--- src/rtl/riscv_constants.sv ---
// Shared types and constants for the RISC-V front end.
// The fetch buffer entry is sized for a 32-bit datapath.
package riscv_constants;

  localparam int XLEN = 32;

  // addi x0, x0, 0
  localparam logic [XLEN-1:0] NOP_INST = 32'h0000_0013;

  typedef struct packed {
    logic [XLEN-1:0] inst;
    logic [XLEN-1:0] pc;
    logic            misaligned;
  } if_entry_t;

  function automatic logic is_misaligned(input logic [1:0] addr_lsb);
    return addr_lsb != 2'b00;
  endfunction

endpackage

--- src/rtl/riscv_ifetch_if.sv ---
// Fetch-stage bus: imem request/response channel plus the decode-facing instruction channel.
// The master side is the fetch unit; the slave side is imem and decode together.
interface riscv_ifetch_if #(
  parameter int WORD_LENGTH = 32
);

  logic                   imem_req_valid;
  logic                   imem_req_ready;
  logic [WORD_LENGTH-1:0] imem_req_addr;
  logic                   imem_rsp_valid;
  logic [WORD_LENGTH-1:0] imem_rsp_data;

  logic                   inst_valid;
  logic                   inst_ready;
  logic [WORD_LENGTH-1:0] inst;
  logic [WORD_LENGTH-1:0] inst_pc;
  logic                   inst_misaligned;

  modport master (
    output imem_req_valid, imem_req_addr,
    input  imem_req_ready, imem_rsp_valid, imem_rsp_data,
    output inst_valid, inst, inst_pc, inst_misaligned,
    input  inst_ready
  );

  modport slave (
    input  imem_req_valid, imem_req_addr,
    output imem_req_ready, imem_rsp_valid, imem_rsp_data,
    input  inst_valid, inst, inst_pc, inst_misaligned,
    output inst_ready
  );

endinterface

--- src/rtl/riscv_sync_fifo.sv ---
// Single-clock FIFO with first-word-fall-through head, synchronous flush and occupancy count.
// Push into a full FIFO is accepted only when a pop happens in the same cycle.
module riscv_sync_fifo #(
  parameter  int WIDTH = 32,
  parameter  int DEPTH = 2,
  localparam int PW    = (DEPTH > 1) ? $clog2(DEPTH) : 1,
  localparam int CW    = $clog2(DEPTH + 1)
) (
  input  logic             clk,
  input  logic             rst,
  input  logic             push,
  input  logic [WIDTH-1:0] push_data,
  input  logic             pop,
  input  logic             flush,
  output logic [WIDTH-1:0] head,
  output logic [CW-1:0]    count,
  output logic             full,
  output logic             empty
);

  logic [WIDTH-1:0] mem [DEPTH];
  logic [PW-1:0]    wr_ptr;
  logic [PW-1:0]    rd_ptr;
  logic             do_push;
  logic             do_pop;

  function automatic logic [PW-1:0] bump(input logic [PW-1:0] ptr);
    return (ptr == PW'(DEPTH - 1)) ? '0 : ptr + 1'b1;
  endfunction

  assign empty   = (count == '0);
  assign full    = (count == CW'(DEPTH));
  assign do_pop  = pop && !empty && !flush;
  assign do_push = push && !flush && (!full || do_pop);
  assign head    = mem[rd_ptr];

  // NOTE: storage has no reset; only the pointers and count define validity,
  // so resetting the array would cost flops and buy nothing.
  always_ff @(posedge clk) begin
    if (do_push) begin
      mem[wr_ptr] <= push_data;
    end
  end

  // NOTE: sequential state uses non-blocking assignments so every flop samples
  // pre-edge values regardless of statement order.
  always_ff @(posedge clk or posedge rst) begin
    if (rst) begin
      wr_ptr <= '0;
      rd_ptr <= '0;
      count  <= '0;
    end else if (flush) begin
      wr_ptr <= '0;
      rd_ptr <= '0;
      count  <= '0;
    end else begin
      if (do_push) wr_ptr <= bump(wr_ptr);
      if (do_pop)  rd_ptr <= bump(rd_ptr);
      count <= count + CW'(do_push) - CW'(do_pop);
    end
  end

  overflow_check: assert property (@(posedge clk) disable iff (rst)
    !(push && !flush && full && !do_pop));

endmodule

--- src/rtl/riscv_ifetch.sv ---
// Instruction fetch stage: credit-limited in-order imem requests, response buffering with PC,
// redirect kill of in-flight fetches, and NOP injection for misaligned fetch addresses.
module riscv_ifetch
  import riscv_constants::*;
#(
  parameter int WORD_LENGTH     = 32,
  parameter int BUF_DEPTH       = 2,
  parameter int MAX_OUTSTANDING = 2
) (
  input  logic                   clk,
  input  logic                   x_reset,
  input  logic [WORD_LENGTH-1:0] fetch_pc,
  input  logic                   redirect,
  output logic                   pc_advance,
  riscv_ifetch_if.master         bus
);

  localparam int BW = $clog2(BUF_DEPTH + 1);
  localparam int OW = $clog2(MAX_OUTSTANDING + 1);
  localparam int EW = $bits(if_entry_t);

  logic [OW-1:0]          outstanding;
  logic [OW-1:0]          outstanding_next;
  logic [OW-1:0]          drop_count;
  logic [OW-1:0]          drop_count_next;
  logic                   mis_done;

  logic                   aligned;
  logic                   credit;
  logic                   accept;
  logic                   deq;
  logic                   rsp_keep;
  logic                   mis_push;

  logic                   buf_push;
  logic                   buf_full;
  logic                   buf_empty;
  logic [BW-1:0]          buf_count;
  if_entry_t              buf_in;
  if_entry_t              buf_head;

  logic [WORD_LENGTH-1:0] pcq_head;
  logic                   pcq_full;
  logic                   pcq_empty;
  logic [OW-1:0]          pcq_count;

  assign aligned = !is_misaligned(fetch_pc[1:0]);
  assign deq     = bus.inst_valid && bus.inst_ready && !redirect;

  // The head leaving this cycle frees its slot for a response arriving next cycle,
  // which is what sustains one fetch per cycle with a two-entry buffer.
  assign credit = (int'(outstanding) + int'(buf_count) - int'(deq) < BUF_DEPTH)
               && (int'(outstanding) < MAX_OUTSTANDING);

  assign bus.imem_req_valid = credit && !redirect && aligned && !x_reset;
  assign bus.imem_req_addr  = fetch_pc;
  assign accept             = bus.imem_req_valid && bus.imem_req_ready;
  assign pc_advance         = accept;

  // The first drop_count responses belong to fetches killed by a redirect.
  assign rsp_keep = bus.imem_rsp_valid && (drop_count == '0) && !redirect;

  // A misaligned PC yields exactly one NOP entry, after older fetches have drained,
  // and then waits for a redirect.
  assign mis_push = !aligned && !mis_done && (outstanding == '0) && (drop_count == '0)
                 && !buf_full && !redirect && !x_reset;

  assign buf_push = rsp_keep || mis_push;

  // NOTE: every always_comb output gets a default first so no path leaves it
  // unassigned and infers a latch.
  always_comb begin
    buf_in            = '0;
    buf_in.inst       = bus.imem_rsp_data;
    buf_in.pc         = pcq_head;
    buf_in.misaligned = 1'b0;
    if (mis_push) begin
      buf_in.inst       = NOP_INST;
      buf_in.pc         = fetch_pc;
      buf_in.misaligned = 1'b1;
    end
  end

  always_comb begin
    outstanding_next = outstanding;
    drop_count_next  = drop_count;
    if (redirect) begin
      // The response landing in the redirect cycle is itself stale and consumed here.
      outstanding_next = outstanding - OW'(bus.imem_rsp_valid);
      drop_count_next  = outstanding_next;
    end else begin
      outstanding_next = outstanding + OW'(accept) - OW'(bus.imem_rsp_valid);
      if (bus.imem_rsp_valid && (drop_count != '0)) begin
        drop_count_next = drop_count - 1'b1;
      end
    end
  end

  always_ff @(posedge clk or posedge x_reset) begin
    if (x_reset) begin
      outstanding <= '0;
      drop_count  <= '0;
      mis_done    <= 1'b0;
    end else begin
      outstanding <= outstanding_next;
      drop_count  <= drop_count_next;
      if (redirect) begin
        mis_done <= 1'b0;
      end else if (mis_push) begin
        mis_done <= 1'b1;
      end
    end
  end

  riscv_sync_fifo #(
    .WIDTH (EW),
    .DEPTH (BUF_DEPTH)
  ) u_inst_buf (
    .clk       (clk),
    .rst       (x_reset),
    .push      (buf_push),
    .push_data (buf_in),
    .pop       (deq),
    .flush     (redirect),
    .head      (buf_head),
    .count     (buf_count),
    .full      (buf_full),
    .empty     (buf_empty)
  );

  riscv_sync_fifo #(
    .WIDTH (WORD_LENGTH),
    .DEPTH (MAX_OUTSTANDING)
  ) u_pc_queue (
    .clk       (clk),
    .rst       (x_reset),
    .push      (accept),
    .push_data (fetch_pc),
    .pop       (rsp_keep),
    .flush     (redirect),
    .head      (pcq_head),
    .count     (pcq_count),
    .full      (pcq_full),
    .empty     (pcq_empty)
  );

  // Gating with inst_valid keeps the outputs at zero while the buffer is empty or in reset.
  assign bus.inst_valid      = !buf_empty;
  assign bus.inst            = bus.inst_valid ? buf_head.inst : '0;
  assign bus.inst_pc         = bus.inst_valid ? buf_head.pc : '0;
  assign bus.inst_misaligned = bus.inst_valid && buf_head.misaligned;

  pcq_underflow: assert property (@(posedge clk) disable iff (x_reset)
    !(rsp_keep && pcq_empty));
  pcq_overflow: assert property (@(posedge clk) disable iff (x_reset)
    !(accept && pcq_full));
  pcq_tracks_outstanding: assert property (@(posedge clk) disable iff (x_reset)
    pcq_count <= outstanding);

endmodule

--- src/flat_wrapper.sv ---
// flat-port wrapper written by rule: the top's interface ports become plain ports
module riscv_ifetch_flat import riscv_constants::*;
#(
  parameter int WORD_LENGTH     = 32,
  parameter int BUF_DEPTH       = 2,
  parameter int MAX_OUTSTANDING = 2
)
  (clk, x_reset, fetch_pc, redirect, pc_advance, bus_imem_req_valid, bus_imem_req_addr, bus_imem_req_ready, bus_imem_rsp_valid, bus_imem_rsp_data, bus_inst_valid, bus_inst, bus_inst_pc, bus_inst_misaligned, bus_inst_ready);
  riscv_ifetch_if #(.WORD_LENGTH(WORD_LENGTH)) bus_i ();
  input  logic clk;
  input  logic x_reset;
  input  logic [WORD_LENGTH-1:0] fetch_pc;
  input  logic redirect;
  output logic pc_advance;
  output wire logic [$bits(bus_i.imem_req_valid)-1:0] bus_imem_req_valid;
  output wire logic [$bits(bus_i.imem_req_addr)-1:0] bus_imem_req_addr;
  input wire logic [$bits(bus_i.imem_req_ready)-1:0] bus_imem_req_ready;
  input wire logic [$bits(bus_i.imem_rsp_valid)-1:0] bus_imem_rsp_valid;
  input wire logic [$bits(bus_i.imem_rsp_data)-1:0] bus_imem_rsp_data;
  output wire logic [$bits(bus_i.inst_valid)-1:0] bus_inst_valid;
  output wire logic [$bits(bus_i.inst)-1:0] bus_inst;
  output wire logic [$bits(bus_i.inst_pc)-1:0] bus_inst_pc;
  output wire logic [$bits(bus_i.inst_misaligned)-1:0] bus_inst_misaligned;
  input wire logic [$bits(bus_i.inst_ready)-1:0] bus_inst_ready;
  assign bus_imem_req_valid = bus_i.imem_req_valid;
  assign bus_imem_req_addr = bus_i.imem_req_addr;
  assign bus_i.imem_req_ready = bus_imem_req_ready;
  assign bus_i.imem_rsp_valid = bus_imem_rsp_valid;
  assign bus_i.imem_rsp_data = bus_imem_rsp_data;
  assign bus_inst_valid = bus_i.inst_valid;
  assign bus_inst = bus_i.inst;
  assign bus_inst_pc = bus_i.inst_pc;
  assign bus_inst_misaligned = bus_i.inst_misaligned;
  assign bus_i.inst_ready = bus_inst_ready;
  riscv_ifetch #(.WORD_LENGTH(WORD_LENGTH), .BUF_DEPTH(BUF_DEPTH), .MAX_OUTSTANDING(MAX_OUTSTANDING)) u_core (.clk(clk), .x_reset(x_reset), .fetch_pc(fetch_pc), .redirect(redirect), .pc_advance(pc_advance), .bus(bus_i));
endmodule
--- config.mk ---
export PLATFORM = sky130hd
export DESIGN_NAME = riscv_ifetch_flat
export DESIGN_NICKNAME = d
export VERILOG_FILES = /design/src/rtl/riscv_constants.sv /design/src/rtl/riscv_ifetch_if.sv /design/src/rtl/riscv_sync_fifo.sv /design/src/rtl/riscv_ifetch.sv /design/src/flat_wrapper.sv
export SDC_FILE = /design/constraint.sdc
export NUM_CORES = 1
export LEC_CHECK = 0
export CAP_MARGIN = 20
export CORE_MARGIN = 2
export CORE_UTILIZATION = 35
export DETAILED_ROUTE_END_ITERATION = 12
export GPL_TIMING_DRIVEN = 0
export HOLD_SLACK_MARGIN = 0.1
export SYNTH_ARGS = -nofsm -noshare
export SYNTH_HDL_FRONTEND = slang
export SYNTH_SLANG_ARGS = --single-unit
--- constraint.sdc ---
create_clock -name clk -period 13.2 [get_ports clk]
set_clock_uncertainty 0.15 [all_clocks]
set_input_delay 1.98 -clock clk [delete_from_list [all_inputs] [get_ports clk]]
set_output_delay 1.98 -clock clk [all_outputs]
set_load 0.005 [all_outputs]
=== Word-level counts from Yosys, hierarchy flattened ===
Memory sizes are Yosys's and may differ from the RTL's.
Index checks and enable logic that the tools add are counted.

* Flip-flop bits (word level): 13
* Bits in writable memories: 194
* Bits of input ports: 70
* Output and inout port bits: 100
* Logic and storage cells: 103
* Memories: 2

* Add/subtract/negate cells: 14
* $lt $le $gt $ge: 2
* Eq/ne operators: 2
* Mux-type cells: 26
* Reductions and logical operators: 48

{| class="wikitable"
|+ Memory list
! name !! depth !! bits a word !! read ports !! clocked after memory_dff !! write ports !! RTL line !! text
|-
| u_core.u_inst_buf.mem || 2 || 65 || 1 || 0 || 1 || riscv_sync_fifo.sv:21 || <nowiki>logic [WIDTH-1:0] mem [DEPTH];</nowiki>
|-
| u_core.u_pc_queue.mem || 2 || 32 || 1 || 0 || 1 || riscv_sync_fifo.sv:21 ||
|}

{| class="wikitable"
|+ Operators with widths
! kind !! number
|-
| 2-to-1 mux 65 bit || 1
|-
| 2-to-1 mux 32 bit || 2
|-
| < comparator 32 x 3 -> 1 bit (second input constant) || 1
|-
| subtractor 32 x 2 -> 32 bit || 1
|-
| logical AND 1 bit || 25
|-
| 2-to-1 mux 1 bit || 18
|-
| nonzero test 2 bit || 8
|-
| 2-to-1 mux 2 bit || 5
|-
| logical NOT 1 bit || 8
|-
| logical NOT 2 bit || 4
|-
| subtractor 2 x 1 -> 2 bit || 4
|-
| adder 2 x 1 -> 2 bit || 3
|-
| adder 1 bit (second input constant) || 4
|-
| equality test 2 bit (second input constant) || 2
|-
| adder 2 x 2 -> 3 bit || 1
|-
| logical OR 1 bit || 3
|-
| < comparator 2 bit (second input constant) || 1
|-
| subtractor 2 x 1 -> 2 bit (second input constant) || 1
|}

=== Longest topological paths before layout ===
Gate-level depths: netlist of run 1.

* Word-level depth: 16
* Gate-level depth with buffers: 15
* Mapped depth without buffers: 15

=== Hierarchy ===
From an unflattened synthesis of run 1, not the netlist that was laid out.

* Cell total of the unflattened synthesis: 594
* Area, all modules: 9480.3 µm²

{| class="wikitable"
|+ Modules (own cells, without submodules)
! module !! times used !! cells each !! area an instance (µm²) !! sequential area each (µm²)
|-
| riscv_sync_fifo (u_core.u_inst_buf) || 1 || 232 || 5121.2 || 4003.8
|-
| riscv_sync_fifo (u_core.u_pc_queue) || 1 || 130 || 2567.5 || 2021.9
|-
| riscv_ifetch || 1 || 232 || 1791.7 || 125.1
|}

=== Worst setup path after synthesis of run 1 ===
OpenSTA, ideal clock, no wires.

* Path type: input port to flip-flop
* From: input port x_reset
* To: memory u_core.u_inst_buf.mem[1][0] (netlist name) (enable)
* Library setup time: 0.496 ns
* Arrival time: 5.571 ns
* Required time: 12.554 ns
* Slack: 6.983 ns
* Stages on the path: 4
* Buffers on the path: 0
* Cells stage by stage: nor4_4 -> nand4_4 -> and2_1 -> nor2b_1

* Longest elaborated chain between the ends: 7

{| class="wikitable"
|+ RTL lines
! element !! RTL line !! text
|-
| from (decl) || flat_wrapper.sv:11 || <nowiki>input logic x_reset;</nowiki>
|-
| logical NOT 1 bit || riscv_ifetch.sv:66 || <nowiki>&& !buf_full && !redirect && !x_reset;</nowiki>
|-
| logical AND 1 bit || riscv_ifetch.sv:66 ||
|-
| logical OR 1 bit || riscv_ifetch.sv:68 || <nowiki>assign buf_push = rsp_keep || mis_push;</nowiki>
|-
| logical AND 1 bit (2 in a row) || riscv_sync_fifo.sv:34 || <nowiki>assign do_push = push && !flush && (!full || do_pop);</nowiki>
|-
| 2-to-1 mux 1 bit || riscv_sync_fifo.sv:40 || <nowiki>if (do_push) begin</nowiki>
|-
| 2-to-1 mux 1 bit (not written as such) || riscv_sync_fifo.sv:41 || <nowiki>mem[wr_ptr] <= push_data;</nowiki>
|-
| to (decl) || riscv_sync_fifo.sv:21 ||
|}

Every way passes these cells.

=== Worst setup path in the final report of run 1 ===
* From: input port redirect
* To: output port pc_advance

* Longest elaborated chain between the ends: 9

{| class="wikitable"
|+ RTL lines
! element !! RTL line !! text
|-
| from (decl) || flat_wrapper.sv:13 || <nowiki>input logic redirect;</nowiki>
|-
| logical NOT 1 bit (*) || riscv_ifetch.sv:48, riscv_ifetch.sv:55 ||
|-
| logical AND 1 bit || riscv_ifetch.sv:48 || <nowiki>assign deq = bus.inst_valid && bus.inst_ready && !redirect;</nowiki>
|-
| subtractor 32 x 2 -> 32 bit || riscv_ifetch.sv:52 || <nowiki>assign credit = (int'(outstanding) + int'(buf_count) - int'(deq) < BUF_DEPTH)</nowiki>
|-
| < comparator 32 x 3 -> 1 bit || riscv_ifetch.sv:52 ||
|-
| logical AND 1 bit || riscv_ifetch.sv:53 || <nowiki>&& (int'(outstanding) < MAX_OUTSTANDING);</nowiki>
|-
| logical AND 1 bit (*) (3 in a row) || riscv_ifetch.sv:55 || <nowiki>assign bus.imem_req_valid = credit && !redirect && aligned && !x_reset;</nowiki>
|-
| logical AND 1 bit (*) || riscv_ifetch.sv:57 || <nowiki>assign accept = bus.imem_req_valid && bus.imem_req_ready;</nowiki>
|-
| to (decl) || flat_wrapper.sv:14 || <nowiki>output logic pc_advance;</nowiki>
|}

Mark *: on every way between the ends. The rest lies on a longest branch, timed or not.

==> results.cfg, run 1 <==
[outcome]
status = complete, no violations

[clocking]
h-tree-depth = 1
numCtsBuffers = 23
clock_latency_ns = 0.50
post_cts_buffers = 0
cts_hold_buf = 0
clock_path_buffers = 3
cts_sinks = 207
path_clk_slew_ns = 0.06
cts_resized = 0
clockRootBuffer = clkbuf_16
cts_tree = built

[placed_design]
hpwlAfterDp_um = 12790
portBuffers = 169
gp_congestion = 0.7661
place_area_mm2 = 0.01111

[critical_path]
critical_path.startpoint = redirect
path_max_fanout = 10
required_ns = 11.07
critPathKind = in -> out
arrival_ns = 5.01
critPathLaunchType = input pin
end_kind = output port
regToRegStartpoint = u_core.u_inst_buf.count[0]$_DFF_PP0_

[synth]
synth_edf_count = 194
synth_compound_area_share_pct = 2.750
synthFlopType = edfxtp_1
synth_area_leader_cell = edfxtp_1
async_flop_share_pct = 6.280
synth_seq_cells = 207
synth_area_leaders = edfxtp_1 (66%), mux2i_1 (11%), nor2_1 (4.7%)
yosysTopAreaCellShare_pct = 66.00
synth_top_family_by_area = multiplexers
synth_xor_xnor_area_share_pct = 0.8930
synthMuxAreaShare_pct = 11.24
synthSimpleGateAreaFrac_pct = 8.746
postSynthAreaPerCell_um2 = 14.45
yosysWarnings = 0
syn_area_mm2 = 0.008827
yosysMostFrequentCell = edfxtp_1
synth_cells = 611
syn_nets = 693
synth_adder_area_share_pct = 1.786
ys_top_cells_by_count = edfxtp_1 (194), nor2_1 (110), mux2i_1 (98)
yosysSeqAreaShare_pct = 69.68
yosysUniqueCellTypes = 35

[finish]
design_area_mm2 = 0.01187
area_growth_pct = 34.43
fin_nets = 893
antenna_cells = 0
final_core_utilization_pct = 47.53
drive_above_1_share_pct = 10.91
fillCellCount = 2266

[pwr]
powerDensity_mw_per_mm2 = 146.7
peakVddDrop_mv = 0.09240
power_leakage_nw = 4.031

[floorplanning]
start_util_pct = 35.36
die_x_um = 162.8
core-area_mm2 = 0.02496
dieHeight_um = 162.8
dieArea_mm2 = 0.02651
io_pins = 170
rows = 58

[sta]
fin_crit_sh_pct = 54.10
min_period_ns = 7.141
finalSetupViolCount = 0
hold_viol = 0
fin_tns_setup_ns = 0
worst_pin_slew_ns = 0.7430
rsz0062_at_grt = false
drv_slew = 0
fmax_ghz = 0.1400
slew_headroom_pct = 50.36

[global_routing]
overflow = 0
grt_pass1_vias = 5401
grt_pass1_wl_um = 28800
grt_antenna_before_repair = 0
grt_util_all_layers_pct = 14.00
grt_max_degree = 29

[drt]
viasPerCell = 4.562
remaining_drc_errors = 0
vias = 5269
drt_iter0_drc = 158
drtAntennaViolNets = 0
routed_wl_um = 18660
wl_per_cell_um = 16.15
first_pass_iters = 4

[flow_run]
drv_cap = 0

[min_path]
hp-class = reg -> reg
min-delay-start = u_core.u_inst_buf.wr_ptr$_DFFE_PP0P_
worst max-delay path: stages:
cell	delay, ns
clkdlybuf4s50_1	0.54
clkbuf_1	0.40
buf_1	0.41
nor3_1	0.13
ha_1	0.21
ha_1	0.26
nand2_1	0.04
nor2_1	0.17
o21a_1	0.21
and2_1	0.14
clkdlybuf4s50_1	0.50
layout by cell type (no fill, tap or decap), types with 2 or more instances in the layout:
cell type,instances
buf_1,4
dfrtp_1,13
ha_1,11
buf_4,32
and2_1,31
buf_6,2
clkbuf_1,18
mux2i_1,98
xor2_1,4
clkdlybuf4s50_1,169
nor2_1,107
nand2_1,4
buf_12,2
bufinv_16,4
edfxtp_1,194
o21ai_0,3
a21oi_1,35
nor2_4,3
clkinv_2,3
clkbuf_16,23
nand2b_1,6
inv_1,13
nor3_1,2
nor2b_1,3
buf_16,4
clkinv_1,4
buf_2,10
xnor2_1,5
where the power goes:
group	switching (mW)	internal, mW
clock network	0.247	0.396
registers	0.0158	0.755
logic	0.157	0.170
total	0.420	1.32
layer usage:
metal  up-vias  wire length [µm]  track usage, %  share of wire, %
li1       2568                 -               -                 -
met1      2535              8112           18.09                43
met2       145              9123           24.40                49
met3        21              1109           2.546               5.9
met4         0               310           3.500               1.7
met5         -                 0               0                 0
flip-flops by register name (all words and copies together), names as in the netlist:
register and cells:
u_core.drop_count 2, u_core.mis_done 1, u_core.outstanding 2, u_core.u_inst_buf.count 2, u_core.u_inst_buf.mem 130, u_core.u_inst_buf.rd_ptr 1, u_core.u_inst_buf.wr_ptr 1, u_core.u_pc_queue.count 2
u_core.u_pc_queue.mem 64, u_core.u_pc_queue.rd_ptr 1, u_core.u_pc_queue.wr_ptr 1
metrics by stage:
stage	hold WS, ns	worst slack [ns]	std cells	total power, mW
floorplan	0.3117	6.983	611	0.9456
global placement	0.3274	4.176	1110	1.112
detailed placement	0.3982	6.003	1116	1.119
CTS	0.4063	6.015	1155	1.766
global route	0.4465	5.845	1155	1.830
finish	0.4016	6.059	1155	1.741
final timing paths:
kind                                                             end  slack (ns)  depth (start not counted)
max in group asynchronous           u_core.drop_count[1]$_DFFE_PP0P_       10.70                          2
min in group asynchronous            u_core.outstanding[0]$_DFF_PP0_        1.81                          2
worst max register to register  u_core.u_pc_queue.count[1]$_DFF_PP0_        9.81                         14
worst max-delay path                                      pc_advance        6.06                         11
worst min register to register  u_core.u_inst_buf.wr_ptr$_DFFE_PP0P_        0.40                          1
worst min-delay path            u_core.u_inst_buf.wr_ptr$_DFFE_PP0P_        0.40                          1
cell type report:
cell class                      count  area (µm²)  share of cell area (%)
Sequential cell                   207        6151                   51.83
Multi-Input combinational cell    328        2273                   19.16
Timing Repair Buffer              175        1842                   15.52
Clock buffer                       26       586.8                   4.945
Tap cell                          330       412.9                   3.480
Buffer                             63       384.1                   3.237
Clock inverter                     13       167.7                   1.413
Inverter                           13       48.80                  0.4112
cell families after synthesis:
kind of cell,after synthesis
buffers and inverters,76
and+or+nand+nor,164
AOI/OAI and AO/OA,44
DFF,207
xor gates and xnor gates,9
muxes,99
adders and majority gates,12
(Power assumes the default switching activity.)
==> run 2, diff against run 1 <==
Clock period 13.2 ns to 7.4 ns, I/O delays scaled along.
==> results of run 2 <==
Same layout as run 1 (identical final DEF). Status: complete, no violations.
Among the figures that moved: setup slack after placement 6.003 ns -> 1.943 ns; setup slack after layout 6.059 ns -> 1.999 ns; register-to-register setup slack 9.81 ns -> 4.01 ns; total power 1.741 mW -> 3.106 mW; worst IR drop on VDD 0.09240 mV -> 0.1648 mV
